--- config.mk ---
export PLATFORM = sky130hd
export DESIGN_NAME = vec_alu_sched_flat
export DESIGN_NICKNAME = d
export VERILOG_FILES = /design/src/rtl/vec_alu_sched_if.sv /design/src/rtl/vec_alu_sched.sv /design/src/flat_wrapper.sv
export SDC_FILE = /design/constraint.sdc
export NUM_CORES = 1
export LEC_CHECK = 0
export BUFFER_PORTS_ARGS = -buffer_cell sky130_fd_sc_hd__buf_2
export CAP_MARGIN = 20
export CELL_PAD_IN_SITES_DETAIL_PLACEMENT = 1
export CELL_PAD_IN_SITES_GLOBAL_PLACEMENT = 1
export CORE_MARGIN = 1.5
export CORE_UTILIZATION = 45
export CTS_CLUSTER_SIZE = 16
export DETAILED_ROUTE_END_ITERATION = 16
export PLACE_DENSITY = 0.85
export SLEW_MARGIN = 20
export SYNTH_ARGS = -nofsm -noshare
export SYNTH_HDL_FRONTEND = slang
export SYNTH_SLANG_ARGS = --single-unit
--- constraint.sdc ---
create_clock -name clk -period 4.65 [get_ports clk]
set_clock_uncertainty 0.1 [all_clocks]
set_input_delay 1.1625 -clock clk [delete_from_list [all_inputs] [get_ports clk]]
set_output_delay 1.1625 -clock clk [all_outputs]
set_load 0.01 [all_outputs]
--- src/rtl/vec_alu_sched_if.sv ---
// vec_alu_sched_if
//   Groups the handshake and bus signals of the vector ALU scheduler:
//   request channel (req_*), ALU wrapper control (alu_*), write-back
//   channel (wb_*).
//   modport master : scheduler view (accepts requests, drives the ALU
//                    wrapper, sources write-back tokens)
//   modport slave  : environment view (request source, ALU wrapper,
//                    write-back consumer)
interface vec_alu_sched_if;
  logic       req_valid;
  logic       req_ready;
  logic [5:0] req_opcode;
  logic [2:0] req_op_type;
  logic [2:0] req_vsew;

  logic [5:0] alu_opcode;
  logic [2:0] alu_op_type;
  logic [2:0] alu_vsew;
  logic [1:0] alu_nb_lanes;
  logic       alu_run0;
  logic       alu_run1;
  logic       alu_run2;
  logic       alu_run3;
  logic       alu_done;

  logic       wb_valid;
  logic       wb_ready;
  logic [5:0] wb_opcode;
  logic       wb_err;

  modport master (
    input  req_valid, req_opcode, req_op_type, req_vsew, alu_done, wb_ready,
    output req_ready, alu_opcode, alu_op_type, alu_vsew, alu_nb_lanes,
           alu_run0, alu_run1, alu_run2, alu_run3,
           wb_valid, wb_opcode, wb_err
  );

  modport slave (
    output req_valid, req_opcode, req_op_type, req_vsew, alu_done, wb_ready,
    input  req_ready, alu_opcode, alu_op_type, alu_vsew, alu_nb_lanes,
           alu_run0, alu_run1, alu_run2, alu_run3,
           wb_valid, wb_opcode, wb_err
  );
endinterface

--- src/rtl/vec_alu_sched.sv ---
// vec_alu_sched
//   Single-issue scheduler for the four-lane vector ALU wrapper. Accepts
//   one request, latches its fields, raises the lane run strobes until the
//   wrapper reports done (or the operation times out), then offers a
//   write-back token.
//
//   Ports:
//     clk, resetn   clock and asynchronous active-low reset
//     cfg_nb_lanes  log2 of active lanes, sampled at accept (3 clamps to 2)
//     flush         synchronous abort to IDLE, no write-back
//     err_clr       clears err_sticky (a same-cycle timeout wins)
//     err_sticky    set on any timeout
//     bus           vec_alu_sched_if.master: req_*, alu_*, wb_* signals
//
//   Optional build macro VEC_ALU_SCHED_PERF_EN adds perf_ops (write-back
//   handshakes) and perf_busy (cycles in RUN), 32-bit wrapping counters.
//
//   state  | meaning
//   -------+------------------------------------------------------------
//   S_IDLE | req_ready high, waiting for a request
//   S_RUN  | lane run strobes high, waiting for alu_done or timeout
//   S_WB   | runs low, wb_valid held until wb_ready
module vec_alu_sched #(
  parameter logic [15:0] TIMEOUT = 16'd1024
) (
  input  logic        clk,
  input  logic        resetn,
  input  logic [1:0]  cfg_nb_lanes,
  input  logic        flush,
  input  logic        err_clr,
  output logic        err_sticky,
`ifdef VEC_ALU_SCHED_PERF_EN
  output logic [31:0] perf_ops,
  output logic [31:0] perf_busy,
`endif
  vec_alu_sched_if.master bus
);

  typedef enum logic [1:0] {
    S_IDLE = 2'd0,
    S_RUN  = 2'd1,
    S_WB   = 2'd2
  } state_t;

  state_t      state;
  state_t      state_nxt;

  logic [15:0] cnt;
  logic [15:0] cnt_nxt;
  logic [3:0]  run_q;
  logic [3:0]  run_nxt;
  logic        wb_valid_q;
  logic        wb_valid_nxt;
  logic        wb_err_q;
  logic        wb_err_nxt;
  logic [5:0]  wb_opcode_q;
  logic [5:0]  opcode_q;
  logic [2:0]  op_type_q;
  logic [2:0]  vsew_q;
  logic [1:0]  nb_lanes_q;
  logic [1:0]  lanes_clamped;
  logic        load_req;
  logic        wb_load;
  logic        err_set;
  logic        timeout_hit;

  function automatic logic [3:0] lane_mask(input logic [1:0] nb);
    logic [3:0] m;
    case (nb)
      2'd0:    m = 4'b0001;
      2'd1:    m = 4'b0011;
      default: m = 4'b1111;
    endcase
    return m;
  endfunction

  assign lanes_clamped = (cfg_nb_lanes == 2'd3) ? 2'd2 : cfg_nb_lanes;
  // Counter holds the number of RUN cycles already completed, so the compare
  // against TIMEOUT-1 lets runs stay high for exactly TIMEOUT cycles.
  assign timeout_hit   = (cnt >= (TIMEOUT - 16'd1));

  always_ff @(posedge clk or negedge resetn) begin
    if (!resetn) begin
      state <= S_IDLE;
    end else begin
      state <= state_nxt;
    end
  end

  always_comb begin
    state_nxt    = state;
    cnt_nxt      = cnt;
    run_nxt      = 4'b0000;
    wb_valid_nxt = 1'b0;
    wb_err_nxt   = wb_err_q;
    load_req     = 1'b0;
    wb_load      = 1'b0;
    err_set      = 1'b0;

    case (state)
      S_IDLE: begin
        if (bus.req_valid) begin
          load_req  = 1'b1;
          cnt_nxt   = 16'd0;
          run_nxt   = lane_mask(lanes_clamped);
          state_nxt = S_RUN;
        end
      end
      S_RUN: begin
        cnt_nxt = (cnt == 16'hFFFF) ? cnt : cnt + 16'd1;
        if (bus.alu_done) begin
          state_nxt    = S_WB;
          wb_valid_nxt = 1'b1;
          wb_err_nxt   = 1'b0;
          wb_load      = 1'b1;
        end else if (timeout_hit) begin
          state_nxt    = S_WB;
          wb_valid_nxt = 1'b1;
          wb_err_nxt   = 1'b1;
          wb_load      = 1'b1;
          err_set      = 1'b1;
        end else begin
          run_nxt = lane_mask(nb_lanes_q);
        end
      end
      S_WB: begin
        if (bus.wb_ready) begin
          state_nxt = S_IDLE;
        end else begin
          wb_valid_nxt = 1'b1;
        end
      end
      default: begin
        state_nxt = S_IDLE;
      end
    endcase

    // Flush overrides everything, including a same-cycle accept or timeout.
    if (flush) begin
      state_nxt    = S_IDLE;
      run_nxt      = 4'b0000;
      wb_valid_nxt = 1'b0;
      wb_err_nxt   = wb_err_q;
      load_req     = 1'b0;
      wb_load      = 1'b0;
      err_set      = 1'b0;
    end
  end

  always_ff @(posedge clk or negedge resetn) begin
    if (!resetn) begin
      cnt         <= 16'd0;
      run_q       <= 4'b0000;
      wb_valid_q  <= 1'b0;
      wb_err_q    <= 1'b0;
      wb_opcode_q <= 6'd0;
      opcode_q    <= 6'd0;
      op_type_q   <= 3'd0;
      vsew_q      <= 3'd0;
      nb_lanes_q  <= 2'd0;
      err_sticky  <= 1'b0;
    end else begin
      cnt        <= cnt_nxt;
      run_q      <= run_nxt;
      wb_valid_q <= wb_valid_nxt;
      wb_err_q   <= wb_err_nxt;
      if (load_req) begin
        opcode_q   <= bus.req_opcode;
        op_type_q  <= bus.req_op_type;
        vsew_q     <= bus.req_vsew;
        nb_lanes_q <= lanes_clamped;
      end
      if (wb_load) begin
        wb_opcode_q <= opcode_q;
      end
      if (err_set) begin
        err_sticky <= 1'b1;
      end else if (err_clr) begin
        err_sticky <= 1'b0;
      end
    end
  end

`ifdef VEC_ALU_SCHED_PERF_EN
  always_ff @(posedge clk or negedge resetn) begin
    if (!resetn) begin
      perf_ops  <= 32'd0;
      perf_busy <= 32'd0;
    end else begin
      if ((state == S_WB) && bus.wb_ready && !flush) begin
        perf_ops <= perf_ops + 32'd1;
      end
      if (state == S_RUN) begin
        perf_busy <= perf_busy + 32'd1;
      end
    end
  end
`else
  // Performance counters are not built in this configuration.
`endif

  assign bus.req_ready    = (state == S_IDLE) && !flush;
  assign bus.alu_opcode   = opcode_q;
  assign bus.alu_op_type  = op_type_q;
  assign bus.alu_vsew     = vsew_q;
  assign bus.alu_nb_lanes = nb_lanes_q;
  assign bus.alu_run0     = run_q[0];
  assign bus.alu_run1     = run_q[1];
  assign bus.alu_run2     = run_q[2];
  assign bus.alu_run3     = run_q[3];
  assign bus.wb_valid     = wb_valid_q;
  assign bus.wb_opcode    = wb_opcode_q;
  assign bus.wb_err       = wb_err_q;

endmodule

--- src/flat_wrapper.sv ---
// flat-port wrapper written by rule: the top's interface ports become plain ports
module vec_alu_sched_flat 
#(
  parameter logic [15:0] TIMEOUT = 16'd1024
)
  (clk, resetn, cfg_nb_lanes, flush, err_clr, err_sticky, bus_req_valid, bus_req_opcode, bus_req_op_type, bus_req_vsew, bus_alu_done, bus_wb_ready, bus_req_ready, bus_alu_opcode, bus_alu_op_type, bus_alu_vsew, bus_alu_nb_lanes, bus_alu_run0, bus_alu_run1, bus_alu_run2, bus_alu_run3, bus_wb_valid, bus_wb_opcode, bus_wb_err);
  vec_alu_sched_if bus_i ();
  input  logic clk;
  input  logic resetn;
  input  logic [1:0] cfg_nb_lanes;
  input  logic flush;
  input  logic err_clr;
  output logic err_sticky;
  input wire logic [$bits(bus_i.req_valid)-1:0] bus_req_valid;
  input wire logic [$bits(bus_i.req_opcode)-1:0] bus_req_opcode;
  input wire logic [$bits(bus_i.req_op_type)-1:0] bus_req_op_type;
  input wire logic [$bits(bus_i.req_vsew)-1:0] bus_req_vsew;
  input wire logic [$bits(bus_i.alu_done)-1:0] bus_alu_done;
  input wire logic [$bits(bus_i.wb_ready)-1:0] bus_wb_ready;
  output wire logic [$bits(bus_i.req_ready)-1:0] bus_req_ready;
  output wire logic [$bits(bus_i.alu_opcode)-1:0] bus_alu_opcode;
  output wire logic [$bits(bus_i.alu_op_type)-1:0] bus_alu_op_type;
  output wire logic [$bits(bus_i.alu_vsew)-1:0] bus_alu_vsew;
  output wire logic [$bits(bus_i.alu_nb_lanes)-1:0] bus_alu_nb_lanes;
  output wire logic [$bits(bus_i.alu_run0)-1:0] bus_alu_run0;
  output wire logic [$bits(bus_i.alu_run1)-1:0] bus_alu_run1;
  output wire logic [$bits(bus_i.alu_run2)-1:0] bus_alu_run2;
  output wire logic [$bits(bus_i.alu_run3)-1:0] bus_alu_run3;
  output wire logic [$bits(bus_i.wb_valid)-1:0] bus_wb_valid;
  output wire logic [$bits(bus_i.wb_opcode)-1:0] bus_wb_opcode;
  output wire logic [$bits(bus_i.wb_err)-1:0] bus_wb_err;
  assign bus_i.req_valid = bus_req_valid;
  assign bus_i.req_opcode = bus_req_opcode;
  assign bus_i.req_op_type = bus_req_op_type;
  assign bus_i.req_vsew = bus_req_vsew;
  assign bus_i.alu_done = bus_alu_done;
  assign bus_i.wb_ready = bus_wb_ready;
  assign bus_req_ready = bus_i.req_ready;
  assign bus_alu_opcode = bus_i.alu_opcode;
  assign bus_alu_op_type = bus_i.alu_op_type;
  assign bus_alu_vsew = bus_i.alu_vsew;
  assign bus_alu_nb_lanes = bus_i.alu_nb_lanes;
  assign bus_alu_run0 = bus_i.alu_run0;
  assign bus_alu_run1 = bus_i.alu_run1;
  assign bus_alu_run2 = bus_i.alu_run2;
  assign bus_alu_run3 = bus_i.alu_run3;
  assign bus_wb_valid = bus_i.wb_valid;
  assign bus_wb_opcode = bus_i.wb_opcode;
  assign bus_wb_err = bus_i.wb_err;
  vec_alu_sched #(.TIMEOUT(TIMEOUT)) u_core (.clk(clk), .resetn(resetn), .cfg_nb_lanes(cfg_nb_lanes), .flush(flush), .err_clr(err_clr), .err_sticky(err_sticky), .bus(bus_i));
endmodule
==> impl_metrics.py <==
metrics = {
    "power": {
        "total_switching_power_uw": 490.7,
        "cellPowerDensity_nw_per_um2": 528.3,
        "seq_power_share": 0.407,
        "totalPowerFinal_mw": 1.372,
        "swShare": 0.3576,
        "p_int_uw": 881.5,
        "cellLeakagePower_nw": 1.223,
        "clock_power_share": 0.226,
        "p_comb_frac": 0.366,
        "ir_worst_vdd_uv": 339.8,
    },
    "synthesis": {
        "yosys_warnings": 0,
        "edff_count_synth": 0,
        "synth_seq_cells": 44,
        "syn_area_um2": 2206,
        "syn-instance-count": 199,
        "syn-num-nets": 225,
        "ys.flop_type": "sky130_fd_sc_hd__dfrtp_1",
        "synth.distinct_cells": 48,
        "portion_of_the_post_synthesis_area_used_by_sequential_elements": 0.4991,
        "post_synth.cell_area_avg_um2": 11.08,
        "synthDominantCellAreaShare": 0.4991,
        "yosys-top-cells-area": "sky130_fd_sc_hd__dfrtp_1 50%, sky130_fd_sc_hd__mux2_2 9.7%, sky130_fd_sc_hd__nand2_1 3.2%, sky130_fd_sc_hd__mux2i_1 3.2%, sky130_fd_sc_hd__ha_1 2.8%",
        "synthArstFlopShare": 1.000,
        "yosys.area.top_type": "sky130_fd_sc_hd__dfrtp_1",
    },
    "worst_setup_path": {
        "crit_top_cell": "sky130_fd_sc_hd__or4_1",
        "cp.required_ns": 4.77,
        "cp-end-kind": "register",
        "setup.worst_path.start_class": "register",
        "worst-path-max-fanout": 17,
        "worst-setup-path-type": "reg2reg",
        "critical_path_cell_with_the_highest_stage_delay": "sky130_fd_sc_hd__or4_1",
        "worst_path_cell_trace": "inv_1 -> ha_1 -> mux2i_1 -> or4_1 -> or4_1 -> a21oi_1",
        "worst_ep_arrival_time_ns": 3.14,
        "critical_path.max_stage_delay_ns": 0.69,
    },
    "grt": {
        "overflow": 0,
        "grt_antenna_before_repair": 0,
        "grt_pass1_vias": 1856,
        "groute.layer.met2.usage": 0.3869,
        "grt_pass1_wl_mm": 8.921,
        "met1_global_route_usage": 0.2691,
        "grt_start_max_net_pins": 45,
        "gr-usage-met3": 0.04144,
        "grt_use_total": 0.2178,
        "busiest_layer": "met2",
    },
    "timing": {
        "holdWs_ns": 0.3942,
        "min_period_over_period": 0.6492,
        "setup_total_negative_slack_ns": 0,
        "final.setup.worst_slack_ns": 1.631,
        "fmaxAchievable_mhz": 331.3,
        "finalSetupViolCount": 0,
        "rsz0062_at_grt": "no",
        "worst_pin_slew_ns": 0.9763,
        "hold_viol_final": 0,
        "worst_max_slew_margin_expressed_relative_to_the_limit": 0.3491,
        "slew_violations": 0,
        "layout_min_cycle_time_ns": 3.019,
    },
    "final_layout": {
        "synth_to_layout_area_growth_pct": 17.75,
        "multi_input_comb_area_um2": 1010,
        "layout_cells_sized_above_1": 0.3374,
        "nets": 271,
        "utilization": 0.5499,
        "fillerInstances": 529,
        "final-seq-area_um2": 1101,
        "antenna-diode-count": 0,
    },
    "detailed_routing": {
        "detailed_route_drc_error_count": 0,
        "routed_wl_mm": 5.568,
        "drt_iter0_drc": 67,
        "vias": 1822,
        "drtAntennaViolNets": 0,
        "detail_route.wl_per_cell_um": 17.79,
        "drt-vias-per-instance": 5.821,
        "detailedRoute.firstPassIterationCount": 6,
    },
    "run": {
        "timing.max_cap.violations": 0,
    },
    "floorplanning": {
        "start_util": 0.4670,
        "fp.dieArea_um2": 5331,
        "core_um2": 4723,
        "dieHeight_um": 73.02,
        "top_level_port_count": 49,
        "floorplan.die.width_um": 73.02,
        "rows": 25,
    },
    "clock_network": {
        "h-tree-depth": 2,
        "cts_clk_pin_slew_worst_paths_ns": 0.08,
        "cts.hold.buffers_added": 0,
        "postCtsSetupRepairBufs": 0,
        "cts_buffer_depth": 2,
        "cts.sink_count": 44,
        "clk_tree_root_cell": "sky130_fd_sc_hd__clkbuf_8",
        "insertion_delay_ns": 0.30,
        "tritoncts": "built",
        "total_clock_buffers_created_by_cts": 5,
        "cts-resized-gates": 0,
    },
    "place": {
        "setup_slack_after_placement_ns": 1.533,
        "finalWeightedCongestion": 0.8026,
        "portBuffers": 48,
        "place.detailed.hpwl_mm": 4.029,
    },
    "worst_hold_path": {
        "hp-class": "reg2reg",
    },
    "run_status": {
        "run_status": "completed",
    },
}
-- worst max-delay path, delay by kind of cell (launching register included) --
family | cells | cell delay, ns
adders and majority gates | 1 | 0.54
buffers and inverters | 1 | 0.11
muxes | 1 | 0.42
and+or+nand+nor | 2 | 1.21
AOI/OAI and AO/OA | 1 | 0.15
DFF | 1 | 0.42
-- power by group through the flow --
stage	Sequential (mW)	Clock [mW]	Combinational [mW]
finish	0.559	0.311	0.502
global route	0.574	0.328	0.549
CTS	0.560	0.315	0.510
detailed placement	0.565	0	0.504
global placement	0.555	0	0.483
floorplan	0.604	0	0.280
-- layer usage --
metal,part of all wire,routed length [µm]
met4,0.0090,50
met2,0.53,2929
met3,0.035,193
met1,0.43,2394
met5,0,0
-- cells in the final DEF, fill, tap and decap left out, types with 3 or more instances in the layout --
cell type	n
sky130_fd_sc_hd__inv_1	9
sky130_fd_sc_hd__mux2_2	19
sky130_fd_sc_hd__nor4_1	3
sky130_fd_sc_hd__buf_2	48
sky130_fd_sc_hd__mux2i_1	7
sky130_fd_sc_hd__ha_1	5
sky130_fd_sc_hd__o21ai_0	9
sky130_fd_sc_hd__clkbuf_8	6
sky130_fd_sc_hd__nand2b_1	4
sky130_fd_sc_hd__nand3_1	8
sky130_fd_sc_hd__or4_1	5
sky130_fd_sc_hd__nand2_1	19
sky130_fd_sc_hd__nor2_1	4
sky130_fd_sc_hd__a21oi_1	11
sky130_fd_sc_hd__dfrtp_1	44
-- cells by family after synthesis --
group | count (synthesis) | synth area share
AOI/OAI and AO/OA | 47 | 0.1509
adders and majority gates | 5 | 0.02836
buffers and inverters | 19 | 0.04310
DFF | 44 | 0.4992
muxes | 26 | 0.1288
and+or+nand+nor | 58 | 0.1498
-- cell type report --
cell class	instances	area share
repair buffers	49	0.09538
clock inverters	2	0.01493
clock buffers	6	0.03179
multi-input cells	136	0.3887
inverters	9	0.01301
flip-flops and latches	44	0.4239
well taps	67	0.03227
-- final timing paths --
kind,startpoint,end,slack [ns],cells past startpoint
worst max-delay path,u_core.state[1],u_core.cnt[13],1.63,6
worst min-delay path,u_core.bus.wb_err,u_core.bus.wb_err,0.39,1
worst max register to register,u_core.state[1],u_core.cnt[13],1.63,6
worst min register to register,u_core.bus.wb_err,u_core.bus.wb_err,0.39,1
max in group asynchronous,resetn,u_core.cnt[0],2.93,1
min in group asynchronous,resetn,u_core.cnt[13],0.92,1
-- metrics by stage --
step / cell area [µm²] / std cells
finish: 2597 / 313
global route: 2597 / 313
CTS: 2597 / 313
detailed placement: 2476 / 305
global placement: 2476 / 305
floorplan: 2206 / 199
-- cells in the mapped netlist (3+ instances only) --
library cell / n
sky130_fd_sc_hd__nor2_1: 4
sky130_fd_sc_hd__clkbuf_1: 4
sky130_fd_sc_hd__buf_4: 4
sky130_fd_sc_hd__inv_1: 9
sky130_fd_sc_hd__o21ai_0: 9
sky130_fd_sc_hd__mux2i_1: 7
sky130_fd_sc_hd__a21oi_1: 11
sky130_fd_sc_hd__nand3_1: 8
sky130_fd_sc_hd__nand2_1: 19
sky130_fd_sc_hd__nor4_1: 3
sky130_fd_sc_hd__nand2b_1: 4
sky130_fd_sc_hd__mux2_2: 19
sky130_fd_sc_hd__dfrtp_1: 44
sky130_fd_sc_hd__ha_1: 5
sky130_fd_sc_hd__or4_1: 5
-- registers in the layout (all words and copies together) (netlist names) --
signal / cells
u_core.cnt: 16
u_core.bus.alu_opcode: 6
u_core.bus.wb_opcode: 6
u_core.bus.alu_op_type: 3
u_core.bus.alu_vsew: 3
u_core.run_q: 3
u_core.bus.alu_nb_lanes: 2
u_core.state: 2
u_core.bus.wb_err: 1
u_core.bus.wb_valid: 1
u_core.err_sticky: 1
Power figures use the tool's default switching activity.
